## config.mk

```make
export PLATFORM = sky130hd
export DESIGN_NAME = mem_port_arbiter
export DESIGN_NICKNAME = d
export VERILOG_FILES = /design/src/rtl/mem_port_arbiter_pkg.sv /design/src/rtl/mem_port_arbiter_load_align.sv /design/src/rtl/mem_port_arbiter.sv
export SDC_FILE = /design/constraint.sdc
export NUM_CORES = 1
export LEC_CHECK = 0
export ABC_AREA = 1
export CAP_MARGIN = 20
export CORE_ASPECT_RATIO = 1.2
export CORE_MARGIN = 2
export CORE_UTILIZATION = 34
export CTS_CLUSTER_SIZE = 10
export DETAILED_ROUTE_END_ITERATION = 8
export GPL_TIMING_DRIVEN = 0
export PLACE_DENSITY = 0.78
export SLEW_MARGIN = 30
export SYNTH_ARGS = -nofsm -noshare
export SYNTH_HDL_FRONTEND = slang
export SYNTH_SLANG_ARGS = --single-unit
export TNS_END_PERCENT = 10
```

## constraint.sdc

```tcl
create_clock -name clk -period 1.6 [get_ports clk]
set_input_delay 0.24 -clock clk [delete_from_list [all_inputs] [get_ports clk]]
set_output_delay 0.24 -clock clk [all_outputs]
set_load 0.02 [all_outputs]
```

## src/rtl/mem_port_arbiter_pkg.sv

```systemverilog
// mem_port_arbiter_pkg: shared types and access-decoding helpers for the memory port arbiter
package Common;

  typedef logic [31:0] uint32_t;

  // {we, funct3} so loads and stores of the same width stay distinct
  typedef enum logic [3:0] {
    LB  = 4'h0,
    LH  = 4'h1,
    LW  = 4'h2,
    LBU = 4'h4,
    LHU = 4'h5,
    SB  = 4'h8,
    SH  = 4'h9,
    SW  = 4'hA
  } width_e;

  typedef enum logic {IDLE, RESP} state_e;

  function automatic logic access_fault(input logic [2:0] funct3, input logic [1:0] a);
    return funct3 == 3'b011 || funct3[2:1] == 2'b11 ||
           (funct3[1:0] == 2'b01 && a[0]) || (funct3[1:0] == 2'b10 && a != 2'b00);
  endfunction

  function automatic logic [3:0] byte_mask(input logic [2:0] funct3, input logic [1:0] a);
    return funct3[1:0] == 2'b00 ? 4'b0001 << a : funct3[1:0] == 2'b01 ? 4'b0011 << a : 4'b1111;
  endfunction

endpackage

```

## src/rtl/mem_port_arbiter_load_align.sv

```systemverilog
// load_align: picks the addressed lane of a memory word and sign/zero-extends it
module load_align
  import Common::*;
(
  input  logic [1:0] addr,
  input  logic [2:0] funct3,
  input  uint32_t    word,
  output uint32_t    data
);

  width_e      code;
  logic [7:0]  b;
  logic [15:0] h;

  assign code = width_e'({1'b0, funct3});
  assign b    = word[{addr, 3'b000} +: 8];
  assign h    = addr[1] ? word[31:16] : word[15:0];

  // lane extension selected by the width code
  always_comb
    data = code == LB  ? {{24{b[7]}}, b} :
           code == LH  ? {{16{h[15]}}, h} :
           code == LW  ? word :
           code == LBU ? {24'b0, b} :
           code == LHU ? {16'b0, h} : '0;

endmodule

```

## src/rtl/mem_port_arbiter.sv

```systemverilog
// mem_port_arbiter: shares one single-cycle memory between fetch and load/store with starvation guard
module mem_port_arbiter
  import Common::*;
#(
  parameter int STARVE_LIMIT = 4
) (
  input  logic        clk,
  input  logic        rst,
  input  logic        if_req,
  input  logic [31:0] if_addr,
  output logic        if_gnt,
  output logic        if_rvalid,
  output uint32_t     if_rdata,
  input  logic        ls_req,
  input  logic        ls_we,
  input  logic [2:0]  ls_funct3,
  input  logic [31:0] ls_addr,
  input  logic [31:0] ls_wdata,
  output logic        ls_gnt,
  output logic        ls_rvalid,
  output uint32_t     ls_rdata,
  output logic        ls_err,
  output logic        mem_read,
  output logic        mem_write,
  output logic [29:0] mem_address,
  output logic [3:0]  mem_maskByte,
  output logic [31:0] mem_wdata,
  input  logic [31:0] mem_rdata
);

  localparam int CW = $clog2(STARVE_LIMIT + 1);

  logic [CW-1:0] starve_q;
  state_e        state_q, state_d;
  logic          resp_if_q, err_q, ls_fault, if_addr_unused;
  uint32_t       load_data;

  assign if_addr_unused = ^if_addr[1:0];
  assign ls_fault       = access_fault(ls_funct3, ls_addr[1:0]);
  assign if_gnt         = rst && if_req && (!ls_req || starve_q == CW'(STARVE_LIMIT));
  assign ls_gnt         = rst && ls_req && !if_gnt;
  assign mem_read       = if_gnt || (ls_gnt && !ls_we && !ls_fault);
  assign mem_write      = ls_gnt && ls_we && !ls_fault;
  assign mem_address    = if_gnt ? if_addr[31:2] : ls_gnt ? ls_addr[31:2] : '0;
  assign mem_maskByte   = mem_write ? byte_mask(ls_funct3, ls_addr[1:0]) : '0;
  assign mem_wdata      = ls_wdata;
  assign if_rvalid      = state_q == RESP && resp_if_q;
  assign ls_rvalid      = state_q == RESP && !resp_if_q;
  assign ls_err         = ls_rvalid && err_q;

  load_align u_load_align (
    .addr  (ls_addr[1:0]),
    .funct3(ls_funct3),
    .word  (mem_rdata),
    .data  (load_data)
  );

  // a response is pending in the cycle after any grant
  always_comb state_d = (if_gnt || ls_gnt) ? RESP : IDLE;

  // response state register
  always_ff @(posedge clk or negedge rst)
    if (!rst) state_q <= IDLE;
    else state_q <= state_d;

  // response data, fault flag and fetch starvation counter
  always_ff @(posedge clk or negedge rst)
    if (!rst) begin
      starve_q  <= '0;
      resp_if_q <= 1'b0;
      err_q     <= 1'b0;
      if_rdata  <= '0;
      ls_rdata  <= '0;
    end else begin
      resp_if_q <= if_gnt;
      err_q     <= ls_gnt && ls_fault;
      if (if_gnt) if_rdata <= mem_rdata;
      if (ls_gnt) ls_rdata <= (ls_we || ls_fault) ? '0 : load_data;
      starve_q  <= if_gnt ? '0 :
                   (if_req && ls_gnt && starve_q != CW'(STARVE_LIMIT)) ? starve_q + 1'b1 : starve_q;
    end

endmodule

```

## Yosys cells after proc, flatten, opt, wreduce, memory -nomap -nowiden

Index checks and enable logic that the tools add are counted.

- Register bits after elaboration: 70
- Bits in latches: 0
- RAM bits: 0
- Bits in read-only memories: 0
- Word-level logic and storage cells: 67
- Memories kept: 0

- Add/sub/neg operators: 1
- Multiply operators: 0
- Div/mod/pow operators: 0
- Order comparisons: 0
- Equal/unequal tests: 10
- Shift operators: 3
- Mux-type cells: 15
- Bitwise gates (word level): 0
- Reductions and logical operators: 32

Operators with widths:

| kind | number |
|---|---|
| $mux W32 | 5 |
| $mux W30 | 2 |
| $mux W16 | 2 |
| $shiftx A32 B6 Y8 | 1 |
| $logic_and A1 B1 Y1 | 16 |
| $mux W4 | 3 |
| $eq A3 B3 Y1 const B | 3 |
| $logic_or A1 B1 Y1 | 7 |
| $eq A3 B2 Y1 const B | 2 |
| $mux W3 | 2 |
| $logic_not A1 Y1 | 5 |
| $eq A2 B2 Y1 const B | 2 |
| $logic_not A4 Y1 | 1 |
| $reduce_bool A2 Y1 | 2 |
| $shl A1 B2 Y4 const A | 1 |
| $shl A2 B2 Y4 const A | 1 |
| $add A3 B1 Y3 const B | 1 |
| $eq A3 B1 Y1 const B | 1 |
| $ne A3 B3 Y1 const B | 1 |
| $eq A2 B1 Y1 const B | 1 |
| $logic_not A2 Y1 | 1 |
| $mux W1 | 1 |

## Depth between registers and ports, before layout

Gate-level depths: netlist (run 1).

- Depth after elaboration: 9
- Depth in mapped cells: 11
- Gate-level depth less buffers: 11

## Cells and area by module

From an unflattened synthesis (run 1), not the netlist that was laid out.

- Cells, all modules: 707
- Area total of the unflattened synthesis: 4,733.3 sq um

By module, submodules not included:

| module | times used | cells each | area an instance (sq um) | seq. area each (sq um) |
|---|---|---|---|---|
| mem_port_arbiter | 1 | 473 | 3,636.0 | 1,751.7 |
| load_align | 1 | 234 | 1,097.3 | 0.0 |

## Worst setup path after synthesis (run 1)

Ideal clock, no wire load.

- Path kind: input-to-output
- From: in ls_addr[1]
- To: out mem_maskByte[0]
- Data arrival time: 1.593 ns
- Data required time: 1.360 ns
- Setup slack: -0.233 ns
- Cell stages on the path: 8
- Buffers on the path: 2
- Cell sequence: buf_2 -> inv_2 -> buf_2 -> ha_1 -> nand2_1 -> a21oi_2 -> nand3_1 -> nor2_1

- Cells in the longest elaborated chain, start to end: 6

RTL lines:

| item | line | text |
|---|---|---|
| start, declared | mem_port_arbiter.sv:17 | `input logic [31:0] ls_addr,` |
| parallel branches: the longest is 5 deep, another holds $shl A2 B2 Y4 | - |  |
| $mux W4 (*) | mem_port_arbiter.sv:45 | `assign mem_maskByte = mem_write ? byte_mask(ls_funct3, ls_addr[1:0]) : '0;` |
| end, declared | mem_port_arbiter.sv:26 | `output logic [3:0] mem_maskByte,` |

Every way passes the cells marked *.

## Worst setup path in the final report (run 1)

- From: reg starve_q[0]
- To: out mem_address[13]

- Cells in the longest elaborated chain, start to end: 7

RTL lines:

| item | line | text |
|---|---|---|
| start, declared | mem_port_arbiter.sv:33 | `logic [CW-1:0] starve_q;` |
| start signal, assigned | mem_port_arbiter.sv:79 | `starve_q <= if_gnt ? '0 :` |
| $eq A3 B3 Y1 (*) | mem_port_arbiter.sv:40 | `assign if_gnt = rst && if_req && (!ls_req \|\| starve_q == CW'(STARVE_LIMIT));` |
| $logic_or A1 B1 Y1 (*) | mem_port_arbiter.sv:40 |  |
| $logic_and A1 B1 Y1 (*) | mem_port_arbiter.sv:40 |  |
| $logic_not A1 Y1 | mem_port_arbiter.sv:41 | `assign ls_gnt = rst && ls_req && !if_gnt;` |
| $logic_and A1 B1 Y1 | mem_port_arbiter.sv:41 |  |
| $mux W30 | mem_port_arbiter.sv:44 | `assign mem_address = if_gnt ? if_addr[31:2] : ls_gnt ? ls_addr[31:2] : '0;` |
| $mux W30 (*) | mem_port_arbiter.sv:44 |  |
| end, declared | mem_port_arbiter.sv:25 | `output logic [29:0] mem_address,` |

Mark *: on every way between the ends. The rest lies on a longest branch, timed or not.

==> results of run 1 <==
layout make-up:
cell class | instances | share of cell area (%)
repair buffers | 255 | 32.51
multi-input cells | 429 | 30.77
flip-flops and latches | 70 | 22.26
plain buffers | 58 | 6.186
clock buffers | 10 | 3.038
well taps | 164 | 2.608
inverters | 38 | 2.131
clock inverters | 5 | 0.4612
diodes | 1 | 0.03181
worst paths after layout:
| path | depth (start not counted) | slack [ns] | to | startpoint |
|---|---|---|---|---|
| min in group clk | 4 | 0.29 | state_q | rst |
| max in group asynchronous | 3 | 0.87 | ls_rdata[31] | rst |
| setup reg to reg | 12 | -0.16 | ls_rdata[0] | starve_q[0] |
| hold reg to reg | 2 | 0.49 | if_rdata[2] | if_rdata[2] |
| hold / removal | 3 | 0.09 | ls_rdata[14] | rst |
| setup / recovery | 10 | -0.54 | mem_address[13] | starve_q[0] |
worst max-delay path: stages, from the launching register on:
cell	delay (ns)
sky130_fd_sc_hd__dfrtp_1	0.39
sky130_fd_sc_hd__inv_2	0.06
sky130_fd_sc_hd__ha_1	0.14
sky130_fd_sc_hd__nand2_1	0.06
sky130_fd_sc_hd__nand2_2	0.12
sky130_fd_sc_hd__nand2_8	0.11
sky130_fd_sc_hd__nand2_8	0.10
sky130_fd_sc_hd__inv_8	0.05
sky130_fd_sc_hd__clkbuf_16	0.15
sky130_fd_sc_hd__a22o_4	0.23
sky130_fd_sc_hd__buf_6	0.13
repair_timing:
action | 4_1_cts | 5_1_grt
gates resized for setup | 258 | 32
buffers inserted | 7 | 2
pin swaps | 5 | 4
hold buffers | 5 | 0
endpoints found under the hold margin | 28 | 0
endpoints found under the setup margin | 96 | 92
cloned | 2 | 0
sequential cells by signal, indices dropped and copies added (netlist names):
signal     flops
if_rdata      32
ls_rdata      32
starve_q       3
err_q          1
resp_if_q      1
state_q        1
per-stage QoR:
step,hold slack (ns),setup slack (ns),util [%]
2_1_floorplan,-0.05559,-0.002108,-
3_3_place_gp,0.4524,-3.911,58.16
3_5_place_dp,0.1879,-1.415,58.30
4_1_cts,0.2990,-0.5348,62.41
5_1_grt,0.1234,-0.5877,62.94
6_report,0.09163,-0.5363,62.94
power breakdown:
part	total, mW	switching (mW)	internal [mW]
Combinational	2.43	1.24	1.20
Sequential	2.16	0.147	2.01
Clock	1.84	0.757	1.08
metal layers:
metal / routed length, um / part of all wire [%]
met1: 6087 / 34
met5: 23 / 0.13
met3: 1705 / 9.5
met4: 744 / 4.1
met2: 9476 / 53
cells in the final DEF (no fill, tap or decap), drive strengths merged, types with 4 or more instances in the layout:
| master | instances |
|---|---|
| nand3 | 29 |
| buf | 101 |
| a21oi | 33 |
| clkbuf | 20 |
| clkdlybuf4s50 | 184 |
| o21ai | 67 |
| dlygate4sd2 | 10 |
| dlymetal6s2s | 4 |
| and2 | 7 |
| nand2 | 230 |
| ha | 6 |
| nor2 | 22 |
| a22o | 30 |
| inv | 38 |
| dfrtp | 70 |
logic make-up (layout without fill, tap and decap cells):
kind of cell               after synthesis  in the layout
other                                    0              1
and+or+nand+nor                        289            289
adders and majority gates                6              6
DFF                                     70             70
AOI/OAI and AO/OA                      134            134
buffers and inverters                   96            366
==> results.md, run 1 <==
Run status:
- The flow ran to the end, but the final reports show violations.
- The checks that failed: negative setup slack.

Clocking:
- The clock transition time at the flip-flop clock pins of the worst setup and hold paths is 0.06 ns.
- TritonCTS built the clock tree.
- The clock sink count is 70.
- Clock latency on the worst-skew pair, taken at its later pin, is 0.34 ns.
- The clock tree synthesis step divided the H-tree into 3 levels.
- Counting the buffers created by CTS gives 9.
- The tree is rooted in a sky130_fd_sc_hd__clkbuf_16.
- The clock passes through at most 2 buffers.

Global route:
- The met3 routing resource usage after global routing is 8.878%.
- The layer with the highest usage after global routing is met2.
- The total grt overflow is 0.
- The global-route wire length before repair is 27.30 mm.
- The largest net degree at the start of global routing is 29.
- The initial antenna violation count was 3.
- Global routing consumed, on the met2 layer, 48.30% of the routing resources.
- The global-route total usage across every layer is 26.53%.
- In the global route stage, met1 resource usage came out at 27.78%.
- The number of global-route vias before repair came to 5171.

Logic synthesis:
- After synthesis, the most frequently instantiated cells are sky130_fd_sc_hd__nand2_1, sky130_fd_sc_hd__dfrtp_1, sky130_fd_sc_hd__o21ai_0.
- The number of nets handed over by synthesis was 737.
- The synthesized design contains 0 enable-type register cells.
- In the synthesized netlist the async set-or-reset flop fraction comes to 100.0%.
- The post-synthesis cell area is 4314 um^2.
- The synthesized netlist devotes 18.36% of its cell area to compound gates.
- The per-instance average area after synthesis is 7.251 um^2.
- After synthesis, the share of cell area in mux cells is 0%.
- The adder-cell share of the synthesized area is 1.740%.
- The share of the synthesized area in the top cell type is 40.60%.
- In the synthesized netlist the dominant register cell turns out to be sky130_fd_sc_hd__dfrtp_1.
- After Yosys synthesis, XOR and XNOR cells account for 0% of the synthesized area.
- During synthesis, Yosys emitted a total of 0 warnings.
- The flip-flop and latch count after synthesis is 70.
- The number of library cell types mapped by synthesis is 28.
- The post-synthesis sequential area ratio is 40.60%.
- The instance count of the mapped netlist is 595.
- Sorting the synthesized cells by area gives the leading types as sky130_fd_sc_hd__dfrtp_1, sky130_fd_sc_hd__nand2_1, sky130_fd_sc_hd__o21ai_0, sky130_fd_sc_hd__a22o_1, sky130_fd_sc_hd__buf_4.
- The most used standard cell by instance count after synthesis is sky130_fd_sc_hd__nand2_1.
- The largest area contributor in the synthesized netlist is sky130_fd_sc_hd__dfrtp_1.
- After synthesis, the largest family of logic cells by area is simple AND/OR/NAND/NOR gates.
- The area fraction in and, or, nand and nor cells after synthesis is 27.70%.

Power:
- In this run the static leakage power is 3.878 nW.
- The total power divided by cell area is 817.3 nW/um^2.
- The worst-case IR drop observed on VDD is 0.4502 mV.
- The total power is 6.430 mW.

Placement:
- The total half-perimeter wirelength after legalization and detailed placement is 14.23 mm.
- The placed instances occupy a cell area of 7287 um^2.
- The congestion estimate from routability-driven global placement came to 0.9422.
- The count of input and output buffers is 238.
- The count of placed standard cells including taps is 998.

Worst hold path:
- The min-delay analysis places its worst path in the category in -> async.

Routing:
- The post-route antenna net violation count is 0.
- The final wirelength is 18.04 mm.
- The number of iterations in the first detailed-routing pass is 4.
- The via-per-instance ratio is 5.034.
- Detailed routing inserted a total of 5185 vias.
- The DRC violation count after routing is 0.
- The DRC violation total after the first TritonRoute iteration is 330.
- The per-cell routed wire length is 17.51 um.

Job:
- The max capacitance violation total is 0.

Floorplan:
- The overall die area is 13610 um^2.
- The die is 106.8 um wide.
- The total I/O pin count is 273.
- The die boundary height is 127.4 um.
- The core region is 12500 um^2.
- Row generation in the floorplan step produced 45 rows.
- For this configuration, the core starts out at a cell density of 34.51%.

Timing:
- The number of pins with negative max-slew slack in the final report was 0.
- The number of hold violations in the final report came to 0.
- The upper clock frequency limit is 468.1 MHz.
- The summed negative setup slack over all endpoints is -20.96 ns.
- The time the final worst path needs with I/O delays and setup is 2.136 ns.
- Dividing the final minimum period by the clock period gives 133.5%.
- Setup repair after global routing could not meet its margin everywhere.
- The headroom to the max-slew limit is 60.12%.
- Setup slack on the critical path of the routed design comes to -0.5363 ns.
- The final clock skew is 0.007062 ns.
- For the pin with the worst max-slew slack, the measured transition is 0.5960 ns.
- The setup-violating endpoint count in the final report is 65.

Finish:
- From synthesis to final layout, the design area changed by 82.37%.
- Counting the fill cells in the layout gives 1092.
- The ratio of cells with drive above 1 in the final layout is 21.85%.
- At the end of the flow, the number of nets in the layout was 1003.
- The post-route cell area is 7868 um^2.
- Summing all multi-input logic gate instances after layout gives 2421 um^2.
- Across the whole layout, storage elements account for 1752 um^2.
- The finished layout holds 1030 standard cells, fillers aside.

Critical path:
- STA puts the critical path data arrival time at 1.90 ns.
- STA classifies the critical path endpoint as a primary output.
- The critical path class is reg -> out.
- The launching element type of the critical path is a flip-flop.
- Of all nets on the critical path, the largest fanout is 6.
- The required time of the worst setup path is 1.36 ns.
Power figures use the tool's default switching activity.
==> run 2: changes to the inputs <==
--- a/config.mk
+++ b/config.mk
@@ -6,7 +6,7 @@
 export NUM_CORES = 1
 export LEC_CHECK = 0
 export ABC_AREA = 1
-export CAP_MARGIN = 20
+export CAP_MARGIN = 5
 export CORE_ASPECT_RATIO = 1.2
 export CORE_MARGIN = 2
 export CORE_UTILIZATION = 34
==> results of run 2 <==
Same layout as run 1: the final DEF is identical, and so are final timing and power.
==> run 3: changes to the inputs <==
--- a/config.mk
+++ b/config.mk
@@ -14,7 +14,6 @@
 export DETAILED_ROUTE_END_ITERATION = 8
 export GPL_TIMING_DRIVEN = 0
 export PLACE_DENSITY = 0.78
-export SLEW_MARGIN = 30
 export SYNTH_ARGS = -nofsm -noshare
 export SYNTH_HDL_FRONTEND = slang
 export SYNTH_SLANG_ARGS = --single-unit
==> constraint.sdc (replaced) <==
create_clock -name clk -period 1.8 [get_ports clk]
set_input_delay 0.27 -clock clk [delete_from_list [all_inputs] [get_ports clk]]
set_output_delay 0.27 -clock clk [all_outputs]
set_load 0.02 [all_outputs]
==> results.md, run 3 (synthesis results as in run 1) <==
Routing:
- The total via count after detailed routing was 5144 (-0.79%).
- The per-cell routed wire length came to 16.40 um (-6.3%).
- The DRC violation count after routing was 0 (unchanged).
- The number of iterations in the first detailed-routing pass is 5 (+1).
- The final wirelength was 17.01 mm (-5.7%).
- The DRC violation total after the first TritonRoute iteration is 341 (+3.3%).
- The post-route antenna net violation count came to 0 (unchanged).
- The via-per-instance ratio is 4.960 (-1.5%).

Critical path:
- The cell repeated most along the worst path is sky130_fd_sc_hd__nand2_2.
- The arrival time of the worst setup path was 1.99 ns (+0.09 ns).
- The peak fanout along the critical path is 8 (+2).
- The source of the critical timing path is starve_q[1].
- The startpoint identified for the worst register-to-register timing path is starve_q[1].
- The flop-to-flop setup slack is -0.08 ns (+0.08 ns).
- The critical path class is reg -> out.
- The signal on the critical path passes through inv_2 > ha_4 > nand2_2 > nand2_2 > nand2_4 > nand2_8 > clkinvlp_4 > buf_12 > buf_8 > a22o_1 > buf_6.
- The required time of the worst setup path is 1.53 ns (+0.17 ns).
- The critical path endpoint category is a primary output.
- STA classifies the critical path startpoint as a flip-flop.
- The worst stage delay on the critical path is 0.39 ns (about the same).
- The critical-path cell with the highest stage delay is sky130_fd_sc_hd__dfrtp_1.

Finish:
- The share of the core filled with cells came to 60.85% (-2.1 points).
- The sequential cell area was 1752 um^2 (unchanged).
- The growth of design area from synthesis to finish is 76.30%.
- The total area of multi-input combinational cells is 2192 um^2 (-9.5%).
- The net count of the finished layout was 1010 (+0.70%).
- The ratio of cells with drive above 1 in the final layout is 19.59% (-2.3 points).
- Leaving out fill and tap cells, the most frequent cells in the layout are sky130_fd_sc_hd__nand2_1, sky130_fd_sc_hd__clkdlybuf4s50_1, sky130_fd_sc_hd__dfrtp_1.
- In the final layout, the registers with the most flip-flops are if_rdata (32), ls_rdata (32), starve_q (3).
- The total inserted antenna cells is 0 (-1).
- The most common cell after layout, fill and taps aside is sky130_fd_sc_hd__nand2_1.
- The number of fill cells is 1150 (+5.3%).

Clocking:
- The clock transition time at the flip-flop clock pins of the worst setup and hold paths came to 0.06 ns (about the same).
- The source-to-sink clock delay at the later pin of the worst-skew pair is 0.34 ns (about the same).
- The number of buffers created by CTS is 9 (unchanged).
- TritonCTS built the clock tree.
- The H-tree level count is 3 (unchanged).
- The maximum buffer depth of the clock tree is 2 (unchanged).
- The clock sink count is 70 (unchanged).
- The clock tree root buffer cell is sky130_fd_sc_hd__clkbuf_16.

Power:
- The static leakage power is 3.689 nW (-4.9%).
- The total power divided by cell area is 769.1 nW/um^2 (-5.9%).
- The worst IR drop on VDD came to 0.4044 mV (-10%).
- The combinational group share of total power is 36.1% (-1.7 points).
- The sequential cell fraction of total power is 32.7% (-0.9 points).
- The clock power share is 31.2% (+2.6 points).
- The switching fraction of total power is 33.23% (-0.077 points).
- The switching power total was 1.944 mW (-9.2%).
- The internal power component is 3.906 mW (-8.9%).
- The total power is 5.850 mW (-9.0%).

Timing:
- The final period utilization is 125.8%.
- The setup-violating endpoint count in the final report came to 57 (-12%).
- The number of hold violations in the final report was 70 (+70).
- The upper clock frequency limit is 441.6 MHz.
- After layout, the minimum clock period comes to 2.264 ns.
- The summed negative setup slack over all endpoints is -16.46 ns (+4.498 ns).
- The final clock skew is 0.007650 ns (+0.0005884 ns).
- The worst hold slack across all endpoints came to -0.1789 ns (-0.2705 ns).
- The minimum setup slack in the final design came to -0.4644 ns (+0.07194 ns).
- The headroom to the max-slew limit is 59.89% (-0.22 points).
- The number of pins with negative max-slew slack in the final report was 0 (unchanged).
- The pin slew with the least headroom to its limit was 0.5994 ns (+0.003350 ns).
- Setup repair after global routing could not meet its margin everywhere.

Global route:
- The global-route met2 utilization is 37.73% (-11 points).
- The global-route wire length before repair was 25.69 mm (-5.9%).
- The initial antenna violation count was 0 (-3).
- The met1 usage in global routing came to 33.17% (+5.4 points).
- In this run the most used layer during global routing was met2.
- The number of global-route vias before repair is 4817 (-6.8%).
- The met3 routing resource usage after global routing is 4.949% (-3.9 points).
- The largest net degree at the start of global routing is 73 (+150%).
- The total grt overflow was 0 (unchanged).
- The global-route total usage across every layer is 24.29% (-2.2 points).

Floorplan:
- The overall die area is 13610 um^2 (unchanged).
- The chip width is 106.8 um (unchanged).
- The site row count is 45 (unchanged).
- The total core area is 12500 um^2 (unchanged).
- The total I/O pin count is 273 (unchanged).
- The effective utilization at floorplan is 34.51% (unchanged).
- The die boundary height was 127.4 um (unchanged).

Run status:
- The final reports fail on negative hold slack, negative setup slack.
- The run finished, with violations left.

Placement:
- The final weighted congestion in routability-driven placement is 0.9519 (+1.0%).
- The total half-perimeter wirelength after legalization and detailed placement is 12.52 mm (-12%).
- The count of input and output buffers was 238 (unchanged).

Job:
- The max capacitance violation total was 0 (unchanged).

Worst hold path:
- The classification of the worst-slack hold path is in -> async.
run 3: metrics by stage:
stage | hold WS, ns | cell area, um^2 | setup slack [ns] | std cells
after floorplan | -0.02559 | 4358 | -0.05194 | 595
after global placement | 0.4478 | 6945 | -3.816 | 997
after detailed placement | 0.4487 | 6943 | -1.519 | 997
after CTS | -0.1588 | 7521 | -0.5016 | 1035
after global routing | -0.1471 | 7606 | -0.5322 | 1037
final | -0.1789 | 7606 | -0.4644 | 1037
run 3: power by group through the flow:
stage	Sequential (mW)	Combinational (mW)	Clock, mW
6_report	1.91	2.11	1.83
3_3_place_gp	1.93	1.95	0
3_5_place_dp	1.93	1.97	0
4_1_cts	1.91	2.07	1.84
5_1_grt	1.94	2.26	1.91
2_1_floorplan	2.17	0.680	0
run 3: per-layer routing:
layer  up-vias  share of wire [%]
met4         0                3.1
met3        39                8.9
met1      2380                 41
met2       261                 47
li1       2464                  -
met5         -                  0
run 3: worst paths after layout:
check                      cells past startpoint              end
hold reg to reg                                2     if_rdata[10]
setup / recovery                              11  mem_address[11]
setup reg to reg                              13     ls_rdata[30]
hold / removal                                 1     if_rdata[12]
max in group asynchronous                      1     if_rdata[18]
min in group clk                               3          state_q
run 3: area by class of cell:
cell class,count,share of cell area [%]
flip-flops and latches,70,23.03
plain buffers,57,5.527
multi-input cells,429,28.82
well taps,164,2.698
clock inverters,7,1.053
inverters,38,2.089
repair buffers,263,33.82
clock buffers,9,2.961
run 3: critical path, delay by kind of cell, from the launching register on:
kind | cells | cell delay (ns)
AOI/OAI and AO/OA | 1 | 0.22
adders and majority gates | 1 | 0.12
and+or+nand+nor | 4 | 0.32
DFF | 1 | 0.39
buffers and inverters | 5 | 0.59
run 3: timing repair:
action / 4_1_cts / 5_1_grt
setup endpoints to repair: 100 / 81
endpoints found under the hold margin: 70 / 70
setup buffers: 20 / 2
pin swaps: 17 / 8
gates resized for setup: 241 / 29
gates cloned: 3 / 0
